## src/rtl/fp_pkg.sv

```systemverilog
// Shared definitions for the binary32-to-integer converter.
// Holds the binary32 field widths and exponent bias, the out_flags bit
// indices, the unpacked-float view of an operand, and the stage-1 payload
// that travels between the two pipeline stages.
package fp_pkg;

   localparam int EXP_W    = 8;
   localparam int FRAC_W   = 23;
   localparam int EXP_BIAS = 127;
   localparam int MANT_W   = FRAC_W + 1;   // mantissa with its hidden bit
   localparam int MAG_W    = 32;           // widest integer part carried to stage 2

   localparam int FLAG_INEXACT  = 0;
   localparam int FLAG_OVERFLOW = 1;
   localparam int FLAG_INVALID  = 2;
   localparam int FLAGS_W       = 3;

   localparam logic [EXP_W-1:0] EXP_MAX = '1;

   typedef struct packed {
      logic              sign;
      logic [EXP_W-1:0]  exp;
      logic [FRAC_W-1:0] frac;
   } fp32_t;

   // Operand after unpack and alignment: integer part plus rounding bits.
   typedef struct packed {
      logic             sign;
      logic             is_nan;
      logic             is_inf;
      logic             big;      // integer part cannot fit in INT_W bits
      logic [MAG_W-1:0] mag;
      logic             guard;
      logic             sticky;
   } align_t;

endpackage

```

## src/rtl/fp_align_shift.sv

```systemverilog
// Combinational mantissa aligner.
// Scales the 24-bit mantissa by 2^(exp-150), i.e. by 2^(e-23) with
// e = exp-127, returning the integer part, the first discarded bit (guard)
// and the OR of all further discarded bits (sticky).
// Ports:
//   mant     in  24  mantissa including hidden bit (0 for zero/subnormal)
//   exp      in  8   biased exponent
//   int_part out 32  integer part (only meaningful for e <= 31)
//   guard    out 1   bit of weight 2^-1
//   sticky   out 1   OR of bits below 2^-1
module fp_align_shift
   import fp_pkg::*;
(
   input  logic [MANT_W-1:0] mant,
   input  logic [EXP_W-1:0]  exp,
   output logic [MAG_W-1:0]  int_part,
   output logic              guard,
   output logic              sticky
);

   // Exponent at which the mantissa LSB has weight 1 (e == 23).
   localparam logic [EXP_W-1:0] EXP_UNIT = EXP_W'(EXP_BIAS + FRAC_W);
   // Exponent at which the hidden bit has weight 2^-1 (e == -1).
   localparam logic [EXP_W-1:0] EXP_HALF = EXP_W'(EXP_BIAS - 1);

   logic [EXP_W-1:0]  rsh;
   logic [EXP_W-1:0]  lsh;
   logic [MANT_W-1:0] low_mask;

   always_comb begin
      // NOTE: every signal written in always_comb gets a default first so no latch is inferred.
      rsh      = EXP_UNIT - exp;
      lsh      = exp - EXP_UNIT;
      low_mask = '0;
      int_part = '0;
      guard    = 1'b0;
      sticky   = 1'b0;
      if (exp < EXP_HALF) begin
         sticky = |mant;
      end else if (exp == EXP_HALF) begin
         guard  = mant[MANT_W-1];
         sticky = |mant[MANT_W-2:0];
      end else if (exp <= EXP_UNIT) begin
         // low_mask covers the rsh discarded bits; its top bit is the guard.
         low_mask = (MANT_W'(1) << rsh) - MANT_W'(1);
         int_part = MAG_W'(mant >> rsh);
         guard    = |(mant & (low_mask ^ (low_mask >> 1)));
         sticky   = |(mant & (low_mask >> 1));
      end else begin
         int_part = MAG_W'(mant) << lsh;
      end
   end

endmodule

```

## src/rtl/fp32_to_int.sv

```systemverilog
// IEEE-754 binary32 to signed INT_W-bit integer converter, 2-stage pipeline
// with valid/ready handshakes on both sides.
//   stage 1: unpack, classify, align mantissa (guard/sticky)
//   stage 2: round, negate, saturate, build flags
// Rounding: truncation toward zero by default; round-to-nearest-even when
// the macro FP2INT_RNE_EN is defined. inexact is reported in both builds.
// Ports:
//   clk       in   1      clock, rising edge
//   rst       in   1      synchronous active-high reset
//   in_valid  in   1      in_data holds an operand
//   in_ready  out  1      operand accepted this cycle when in_valid
//   in_data   in   32     binary32 operand
//   out_valid out  1      out_data/out_flags hold a result
//   out_ready in   1      consumer takes the result this cycle
//   out_data  out  INT_W  two's-complement result
//   out_flags out  3      {invalid, overflow, inexact}
module fp32_to_int
   import fp_pkg::*;
#(
   parameter int INT_W = 32
) (
   input  logic               clk,
   input  logic               rst,
   input  logic               in_valid,
   output logic               in_ready,
   input  logic [31:0]        in_data,
   output logic               out_valid,
   input  logic               out_ready,
   output logic [INT_W-1:0]   out_data,
   output logic [FLAGS_W-1:0] out_flags
);

   localparam logic [INT_W:0]   HALF_RANGE = {2'b01, {(INT_W-1){1'b0}}};   // 2^(INT_W-1)
   localparam logic [INT_W-1:0] SAT_POS    = {1'b0, {(INT_W-1){1'b1}}};
   localparam logic [INT_W-1:0] SAT_NEG    = {1'b1, {(INT_W-1){1'b0}}};
   localparam logic [EXP_W:0]   EXP_BIG    = (EXP_W+1)'(EXP_BIAS + INT_W);

   fp32_t              in_fp;
   logic [MANT_W-1:0]  in_mant;
   logic [MAG_W-1:0]   sh_int;
   logic               sh_guard;
   logic               sh_sticky;

   logic               s1_en;
   logic               s2_en;
   logic               s1_valid_d, s1_valid_q;
   logic               s2_valid_d, s2_valid_q;
   align_t             s1_d, s1_q;
   logic [INT_W-1:0]   s2_data_d, s2_data_q;
   logic [FLAGS_W-1:0] s2_flags_d, s2_flags_q;

   logic               round_up;
   logic [INT_W:0]     mag_r;
   logic [INT_W:0]     neg_mag;
   logic               ovf;
   logic [INT_W-1:0]   res_data;
   logic [FLAGS_W-1:0] res_flags;

   assign in_fp   = in_data;
   // Zero and subnormals get no hidden bit, so they align to magnitude 0.
   assign in_mant = {in_fp.exp != '0, in_fp.frac};

   fp_align_shift u_align (
      .mant     (in_mant),
      .exp      (in_fp.exp),
      .int_part (sh_int),
      .guard    (sh_guard),
      .sticky   (sh_sticky)
   );

   // A stage can load when it is empty or its content moves on this cycle;
   // bubbles are squeezed out and in_ready never depends on in_valid.
   assign s2_en     = !s2_valid_q || out_ready;
   assign s1_en     = !s1_valid_q || s2_en;
   assign in_ready  = s1_en;
   assign out_valid = s2_valid_q;
   assign out_data  = s2_data_q;
   assign out_flags = s2_flags_q;

   // Stage 1: unpack and align.
   always_comb begin
      s1_valid_d = s1_en ? in_valid : s1_valid_q;
      s1_d       = s1_q;
      if (s1_en) begin
         s1_d.sign   = in_fp.sign;
         s1_d.is_nan = (in_fp.exp == EXP_MAX) && (in_fp.frac != '0);
         s1_d.is_inf = (in_fp.exp == EXP_MAX) && (in_fp.frac == '0);
         s1_d.big    = {1'b0, in_fp.exp} >= EXP_BIG;
         s1_d.mag    = sh_int;
         s1_d.guard  = sh_guard;
         s1_d.sticky = sh_sticky;
      end
   end

   // Stage 2: round, negate, saturate.
   always_comb begin
      round_up = 1'b0;
`ifdef FP2INT_RNE_EN
      round_up = s1_q.guard && (s1_q.sticky || s1_q.mag[0]);
`endif
      mag_r   = {1'b0, s1_q.mag[INT_W-1:0]} + (INT_W+1)'(round_up);
      neg_mag = -mag_r;
      // The most negative value has one more unit of magnitude than the most positive.
      ovf     = s1_q.big || (s1_q.sign ? (mag_r > HALF_RANGE) : (mag_r >= HALF_RANGE));

      res_flags = '0;
      if (s1_q.is_nan) begin
         res_data                = SAT_POS;
         res_flags[FLAG_INVALID] = 1'b1;
      end else if (s1_q.is_inf) begin
         res_data                 = s1_q.sign ? SAT_NEG : SAT_POS;
         res_flags[FLAG_OVERFLOW] = 1'b1;
      end else begin
         res_flags[FLAG_INEXACT] = s1_q.guard || s1_q.sticky;
         if (ovf) begin
            res_data                 = s1_q.sign ? SAT_NEG : SAT_POS;
            res_flags[FLAG_OVERFLOW] = 1'b1;
         end else begin
            res_data = s1_q.sign ? neg_mag[INT_W-1:0] : mag_r[INT_W-1:0];
         end
      end

      s2_valid_d = s2_en ? s1_valid_q : s2_valid_q;
      s2_data_d  = s2_data_q;
      s2_flags_d = s2_flags_q;
      if (s2_en && s1_valid_q) begin
         s2_data_d  = res_data;
         s2_flags_d = res_flags;
      end
   end

   always_ff @(posedge clk) begin
      // NOTE: clocked state uses non-blocking assignments so all flops update together.
      if (rst) begin
         s1_valid_q <= 1'b0;
         s2_valid_q <= 1'b0;
         s2_data_q  <= '0;
         s2_flags_q <= '0;
      end else begin
         s1_valid_q <= s1_valid_d;
         s2_valid_q <= s2_valid_d;
         s2_data_q  <= s2_data_d;
         s2_flags_q <= s2_flags_d;
      end
   end

   // NOTE: the stage-1 payload is not reset; s1_valid_q qualifies every use of it.
   always_ff @(posedge clk) begin
      s1_q <= s1_d;
   end

endmodule

```

## config.mk

```make
export PLATFORM = sky130hd
export DESIGN_NAME = fp32_to_int
export DESIGN_NICKNAME = d
export VERILOG_FILES = /design/src/rtl/fp_pkg.sv /design/src/rtl/fp_align_shift.sv /design/src/rtl/fp32_to_int.sv
export SDC_FILE = /design/constraint.sdc
export NUM_CORES = 1
export LEC_CHECK = 0
export ABC_AREA = 1
export CORE_AREA = 4 4 119 132
export DETAILED_ROUTE_END_ITERATION = 6
export DIE_AREA = 0 0 123 136
export PLACE_DENSITY = 0.83
export SLEW_MARGIN = 30
export SYNTH_ARGS = -nofsm -noshare
export SYNTH_HDL_FRONTEND = slang
export SYNTH_HIERARCHICAL = 1
export SYNTH_SLANG_ARGS = --single-unit
```

## constraint.sdc

```tcl
create_clock -name clk -period 7.1 [get_ports clk]
set_input_delay 1.775 -clock clk [delete_from_list [all_inputs] [get_ports clk]]
set_output_delay 1.775 -clock clk [all_outputs]
set_load 0.05 [all_outputs]
```

==> flow_summary.json, run 1 <==
{
  "critPathRequiredTime_ps": 7180,
  "post_cts_buffers": 0,
  "synth-seq-cells": 75,
  "worst_pin_slew_ps": 955,
  "synth_cell_types": 56,
  "drt-initial-drc-count": 1211,
  "cts_root_buffer": "clkbuf_16",
  "multi_input_area_mm2": 0.00580,
  "start_util": 0.593,
  "wire_per_inst_um": 17.7,
  "clkLatencyLatePin_ps": 340,
  "synth_edf_count": 38,
  "arrival_ps": 6200,
  "utilization": 0.667,
  "portBuffers": 72,
  "power_mw": 1.68,
  "synth_compound_area_frac": 0.211,
  "h-tree-depth": 3,
  "holdCritStartpoint": "out_flags[1]",
  "finalWorstSetupSlack_ps": 978,
  "fmax_mhz": 163,
  "r2r_start": "s1_q[37]",
  "grt_pass1_wl_um": 44900,
  "area_delta_synth_final_pct": 12.5,
  "crit_fanout": 19,
  "cp_slowest_cell": "clkdlybuf4s50_1",
  "seq_area_mm2": 0.00188,
  "row_count": 46,
  "grt_max_degree": 40,
  "yosys_warnings": 6,
  "grt_setup_unrepaired": "false",
  "drc": 2,
  "hold_viol": 0,
  "hold_ws_ps": 468,
  "ir_worst_vdd_mv": 0.129,
  "die_area_mm2": 0.0167,
  "setup_violations": 0,
  "cp-end-kind": "register",
  "cts_resized": 0,
  "synth-async-reset-ratio": 0,
  "viasPerCell": 6.09,
  "hold_buffers": 0,
  "die_x_um": 123,
  "startpoint_type": "input port",
  "setup_tns_ps": 0,
  "synth_area_leaders": "nand2_1 (18%), edfxtp_1 (13%), dfxtp_1 (8.7%)",
  "grt_overflow_total": 0,
  "synth_top_family_by_area": "simple AND/OR/NAND/NOR gates",
  "fin_crit_sh": 0.862,
  "synth.top_cell.area_share": 0.177,
  "synth.most_common_cell": "nand2_1",
  "min_period_ps": 6120,
  "cts_sinks": 75,
  "fp.dieH_um": 136,
  "p_per_area_mw_per_mm2": 176,
  "grt_antenna_before_repair": 0,
  "final_cells": 1640,
  "grt_pass1_vias": 8868,
  "finalClockSkew_ps": 5.80,
  "drive_above_1_share": 0.0767,
  "numCtsBuffers": 9,
  "coreArea_mm2": 0.0143,
  "path_clk_slew_ps": 60,
  "grt.total_usage": 0.341,
  "dp.cells": 1624,
  "synth.avg_cell_area_um2": 6.01,
  "yosys.area_share.simple": 0.420,
  "hp-class": "register to register",
  "antenna_cells": 0,
  "num_vias": 9981,
  "synth-xor-area-share": 0.0290,
  "maxCapViolations": 0,
  "yosys.area_share.adder": 0.00883,
  "ys_seq_area_frac": 0.221,
  "synth_common_cells": "nand2_1 (401), nand3_1 (135), o21ai_0 (125)",
  "status": "finished with violations",
  "synth_area_mm2": 0.00850,
  "design_area_mm2": 0.00956,
  "leakagePower_nw": 4.47,
  "cts_tree": "done",
  "dp_hpwl_um": 22700,
  "crit_path_start": "in_data[24]",
  "cts_buffer_depth": 2,
  "dr.pass1.iters": 7,
  "critPathKind": "input port to register",
  "violations": "design-rule violations",
  "placed_area_mm2": 0.00924,
  "slew_headroom": 0.358,
  "ioPinCount": 73,
  "place_ws_ps": 737,
  "crit_path_frequent_cell": "nand2_1",
  "synthFlopType": "edfxtp_1",
  "drv_slew": 0,
  "synth_nets": 1455,
  "finalNetCount": 1485,
  "synth_area_leader_cell": "nand2_1",
  "routed_wl_um": 29000,
  "final_antenna_net_count": 0,
  "gp_congestion": 0.993,
  "max_stage_delay_ps": 920,
  "fill_cells": 1318,
  "synthMuxAreaShare": 0.0130,
  "synth_cells": 1413
}
kinds of logic after synthesis:
logic type	after synthesis
AND/OR/NAND/NOR	775
AO/OA/AOI/OAI	323
buffers and inverters	197
flip-flops	75
XOR/XNOR	26
multiplexers	11
adder cells (fa/ha/maj)	6
worst paths after layout:
kind,to,slack [ps],cells after the start
setup / recovery,s1_q[1],980,25
hold / removal,out_flags[1],470,2
setup reg to reg,out_data[31],4210,10
hold reg to reg,out_flags[1],470,2
per-layer routing:
layer	GRT usage	vias up	part of all wire
met5	0	-	0
met4	0.212	0	0.069
met3	0.0595	121	0.090
met2	0.565	583	0.46
met1	0.408	4425	0.38
li1	-	4852	-
layout make-up:
| class | count | area share |
|---|---|---|
| repair buffers | 86 | 0.0864 |
| multi-input cells | 1141 | 0.607 |
| well taps | 192 | 0.0251 |
| clock buffers | 12 | 0.0280 |
| flip-flops and latches | 75 | 0.197 |
| clock inverters | 4 | 0.00497 |
| inverters | 130 | 0.0513 |
critical path: cells and delay by family:
kind	cells	cell delay (ps)
AND/OR/NAND/NOR	18	2360
adder cells (fa/ha/maj)	2	620
AO/OA/AOI/OAI	1	70
buffers and inverters	4	1370
layout by cell type (no fill, tap or decap), types with 4 or more instances in the layout:
cell	Yosys	final
nand2_1	401	401
nand3_1	135	134
o21ai_0	125	125
nor2_1	124	123
inv_1	114	114
a21oi_1	90	90
clkdlybuf4s50_1	0	72
edfxtp_1	38	38
dfxtp_1	37	37
o21ai_1	34	34
o22ai_1	22	22
nand4_1	20	20
xor2_1	17	17
buf_4	6	14
nand3_2	11	12
nor4_1	12	12
nand2_2	12	12
nor3_1	11	11
nor2_2	10	11
mux2i_1	11	11
inv_2	10	10
clkbuf_16	0	10
nand2_4	8	8
xnor2_1	8	8
o2111ai_1	8	8
nand3b_1	7	7
or2_2	7	7
a31oi_1	7	7
a22oi_1	7	7
ha_1	6	6
o211ai_1	6	6
nor2_4	5	5
clkinv_1	5	5
o21a_1	4	4
nor2_8	4	4
flip-flops by register name, indices dropped and copies added (netlist names):
name / count
s1_q: 38
out_data: 32
out_flags: 3
out_valid: 1
s1_valid_q: 1
report_power, final:
part / leakage [nW] / internal [mW] / switching, mW / total [mW]
Sequential: 0.750 / 0.492 / 0.0307 / 0.523
Clock: 0.154 / 0.301 / 0.161 / 0.463
Combinational: 3.57 / 0.216 / 0.479 / 0.695
Note: power is estimated with default switching activity, not from simulation.
==> inputs of run 2 (changes only) <==
--- a/config.mk
+++ b/config.mk
@@ -6,12 +6,12 @@
 export NUM_CORES = 1
 export LEC_CHECK = 0
 export ABC_AREA = 1
-export CORE_AREA = 4 4 119 132
+export CORE_AREA = 4 4 115 127
+export CTS_CLUSTER_SIZE = 10
 export DETAILED_ROUTE_END_ITERATION = 6
-export DIE_AREA = 0 0 123 136
-export PLACE_DENSITY = 0.83
+export DIE_AREA = 0 0 119 131
+export PLACE_DENSITY = 0.84
 export SLEW_MARGIN = 30
 export SYNTH_ARGS = -nofsm -noshare
 export SYNTH_HDL_FRONTEND = slang
-export SYNTH_HIERARCHICAL = 1
 export SYNTH_SLANG_ARGS = --single-unit
==> constraint.sdc (replaced) <==
create_clock -name clk -period 5.7 [get_ports clk]
set_input_delay 1.425 -clock clk [delete_from_list [all_inputs] [get_ports clk]]
set_output_delay 1.425 -clock clk [all_outputs]
set_load 0.05 [all_outputs]
==> run 2 against run 1 <==
  * Sequential cell count is the same
  * Combinational power grew 13%
  * The flow now finishes without violations
  * Sequential power grew 20%
  * Register-to-register slack lost 2200 ps
  * Final area shrank 5.6%
  * Utilization grew 1.3 points
  * Clock-buffer cell count grew 1
  * Hold slack gained 4.6 ps
  * Critical path depth grew 3
  * Power grew 20%
==> flow_summary.json, run 2 <==
{
  "clkLatencyLatePin_ps": 330,
  "holdCritStartpoint": "out_data[31]",
  "ioPinCount": 73,
  "wire_per_inst_um": 17.3,
  "synth_cells": 1305,
  "numCtsBuffers": 9,
  "ys_seq_area_frac": 0.240,
  "status": "completed",
  "drt-initial-drc-count": 828,
  "final_common_cell": "nand2_1",
  "crit_path_frequent_cell": "nand2_1",
  "post_cts_buffers": 0,
  "cts_root_buffer": "clkbuf_16",
  "gp_congestion": 1.07,
  "hold_end": "out_data[31]",
  "worst_r2r_path_depth": 16,
  "multi_input_area_mm2": 0.00516,
  "synthFlopType": "edfxtp_1",
  "drv_slew": 0,
  "grt_overflow_total": 0,
  "cts_resized": 0,
  "h-tree-depth": 3,
  "hold_buffers": 0,
  "area_delta_synth_final_pct": 15.0,
  "dr.pass1.iters": 6,
  "rrSetupSlack_ps": 1980,
  "cts_sinks": 75,
  "synth_cell_types": 49,
  "setup_violations": 0,
  "synth_edf_count": 38,
  "leakagePower_nw": 4.21,
  "cts_buffer_depth": 2,
  "worst_pin_slew_ps": 902,
  "grt_setup_unrepaired": "false",
  "finalClockSkew_ps": 9.76,
  "synth-seq-cells": 75,
  "antenna_cells": 0,
  "grt_max_degree": 45,
  "die_area_mm2": 0.0156,
  "routed_wl_um": 26500,
  "mostFrequentLayoutCells": "nand2_1 (324), o21ai_0 (185), inv_1 (130)",
  "hold_ws_ps": 472,
  "grt.total_usage": 0.334,
  "path_clk_slew_ps": 60,
  "synth_area_mm2": 0.00784,
  "slew_headroom": 0.397,
  "die_x_um": 119,
  "synth.avg_cell_area_um2": 6.01,
  "finalNetCount": 1387,
  "p_per_area_mw_per_mm2": 223,
  "arrival_ps": 5100,
  "r2r-end": "out_data[5]",
  "maxCapViolations": 0,
  "top_register": "s1_q",
  "grt_pass1_wl_um": 41500,
  "portBuffers": 72,
  "hold_viol": 0,
  "ir_worst_vdd_mv": 0.149,
  "grt_pass1_vias": 8139,
  "min_period_ps": 5030,
  "critPathKind": "input port to register",
  "max_stage_delay_ps": 660,
  "place_ws_ps": 361,
  "yosys_warnings": 0,
  "synth.top_cell.area_share": 0.155,
  "drc": 0,
  "cts_tree": "done",
  "fill_cells": 1222,
  "cp_num_buf_inv": 3,
  "fp.dieH_um": 131,
  "grt_antenna_before_repair": 0,
  "synth_nets": 1349,
  "fmax_mhz": 199,
  "synth_area_leader_cell": "nand2_1",
  "drive_above_1_share": 0.0675,
  "setup_tns_ps": 0,
  "hold_depth": 2,
  "crit_fanout": 13,
  "startpoint_type": "input port",
  "fin_crit_sh": 0.883,
  "coreArea_mm2": 0.0133,
  "largest_register_ffs": 38,
  "critPathTopFamily": "simple AND/OR/NAND/NOR gates",
  "synth-async-reset-ratio": 0,
  "cp_slowest_cell": "clkdlybuf4s50_1",
  "cp-end-kind": "register",
  "synth_common_cells": "nand2_1 (324), o21ai_0 (185), inv_1 (130)",
  "hp-class": "register to register",
  "critPathRequiredTime_ps": 5770,
  "final_antenna_net_count": 0,
  "synth.most_common_cell": "nand2_1",
  "finalWorstSetupSlack_ps": 666,
  "r2r_start": "s1_q[2]",
  "num_vias": 9166,
  "synth_area_leaders": "nand2_1 (16%), edfxtp_1 (15%), o21ai_0 (12%)",
  "seq_area_mm2": 0.00188,
  "viasPerCell": 5.98,
  "dp_hpwl_um": 21000,
  "start_util": 0.591,
  "row_count": 44
}
==> run 2: cell count changes after synthesis, moves of 8 or more <==
| cell | delta |
|---|---|
| nor2_1 | -10 |
| nand2_1 | -77 |
| nand2_4 | -8 |
| a21oi_1 | -13 |
| o21ai_1 | -33 |
| nand3_1 | -27 |
| inv_1 | +16 |
| o21ai_0 | +60 |
| clkbuf_1 | +10 |
==> run 2: per-layer routing <==
layer	share of wire	global-route usage	vias to the layer above
met1	0.38	0.385	4057
met2	0.48	0.599	500
met4	0.058	0.187	0
met3	0.084	0.0491	113
li1	-	-	4496
met5	0	0	-
==> run 2: through the flow <==
stage / cell area (um2) / utilization / instances / power, mW
detailed placement: 8690 / 0.655 / 1516 / 1.41
global placement: 8690 / 0.655 / 1516 / 1.40
finish: 9020 / 0.680 / 1532 / 2.01
CTS: 9020 / 0.680 / 1532 / 2.00
floorplan: 7840 / - / 1305 / 1.19
global route: 9020 / 0.680 / 1532 / 2.12
==> run 2: cell type report <==
cell class / instances / share of cell area
Clock inverter: 3 / 0.00250
Multi-Input combinational cell: 1020 / 0.573
Sequential cell: 75 / 0.209
Clock buffer: 13 / 0.0337
Timing Repair Buffer: 92 / 0.0966
Inverter: 145 / 0.0603
Tap cell: 184 / 0.0255
==> run 2: cell families after synthesis <==
logic type / Yosys count / synth area share
simple gates: 629 / 0.355
compound gates: 341 / 0.241
buf+inv: 210 / 0.102
flops: 75 / 0.240
xor+xnor: 37 / 0.0423
fa+ha+maj: 8 / 0.0128
mux: 5 / 0.00638
==> run 2: worst max path at each step <==
| stage | endpoint | slack [ps] | cells after the start | from |
|---|---|---|---|---|
| 2_1_floorplan | s1_q[0] | 1010 | 23 | in_data[23] |
| 3_3_place_gp | s1_q[1] | 500 | 28 | in_data[25] |
| 3_5_place_dp | s1_q[1] | 360 | 28 | in_data[25] |
| 4_1_cts | s1_q[1] | 710 | 28 | in_data[25] |
| 5_1_grt | s1_q[1] | 370 | 28 | in_data[25] |
| 6_report | s1_q[1] | 670 | 28 | in_data[25] |
==> run 2: worst register-to-register path: stages, from the launching register on <==
cell	delay, ps
edfxtp_1	390
inv_1	100
ha_1	180
nand3_1	110
nor3_1	180
nand2_1	110
nor3_2	180
nand2_1	140
nor2_1	220
nand4_1	200
nor4_2	270
nand2_1	90
a211o_1	270
buf_4	220
nand2_1	550
o21ai_0	240
a21oi_1	200
==> run 2: where the power goes <==
part           switching, mW  leakage (nW)  internal, mW
clock                  0.221         0.162         0.376
combinational          0.536          3.29         0.252
sequential            0.0236         0.759         0.606
total                  0.781          4.21          1.23
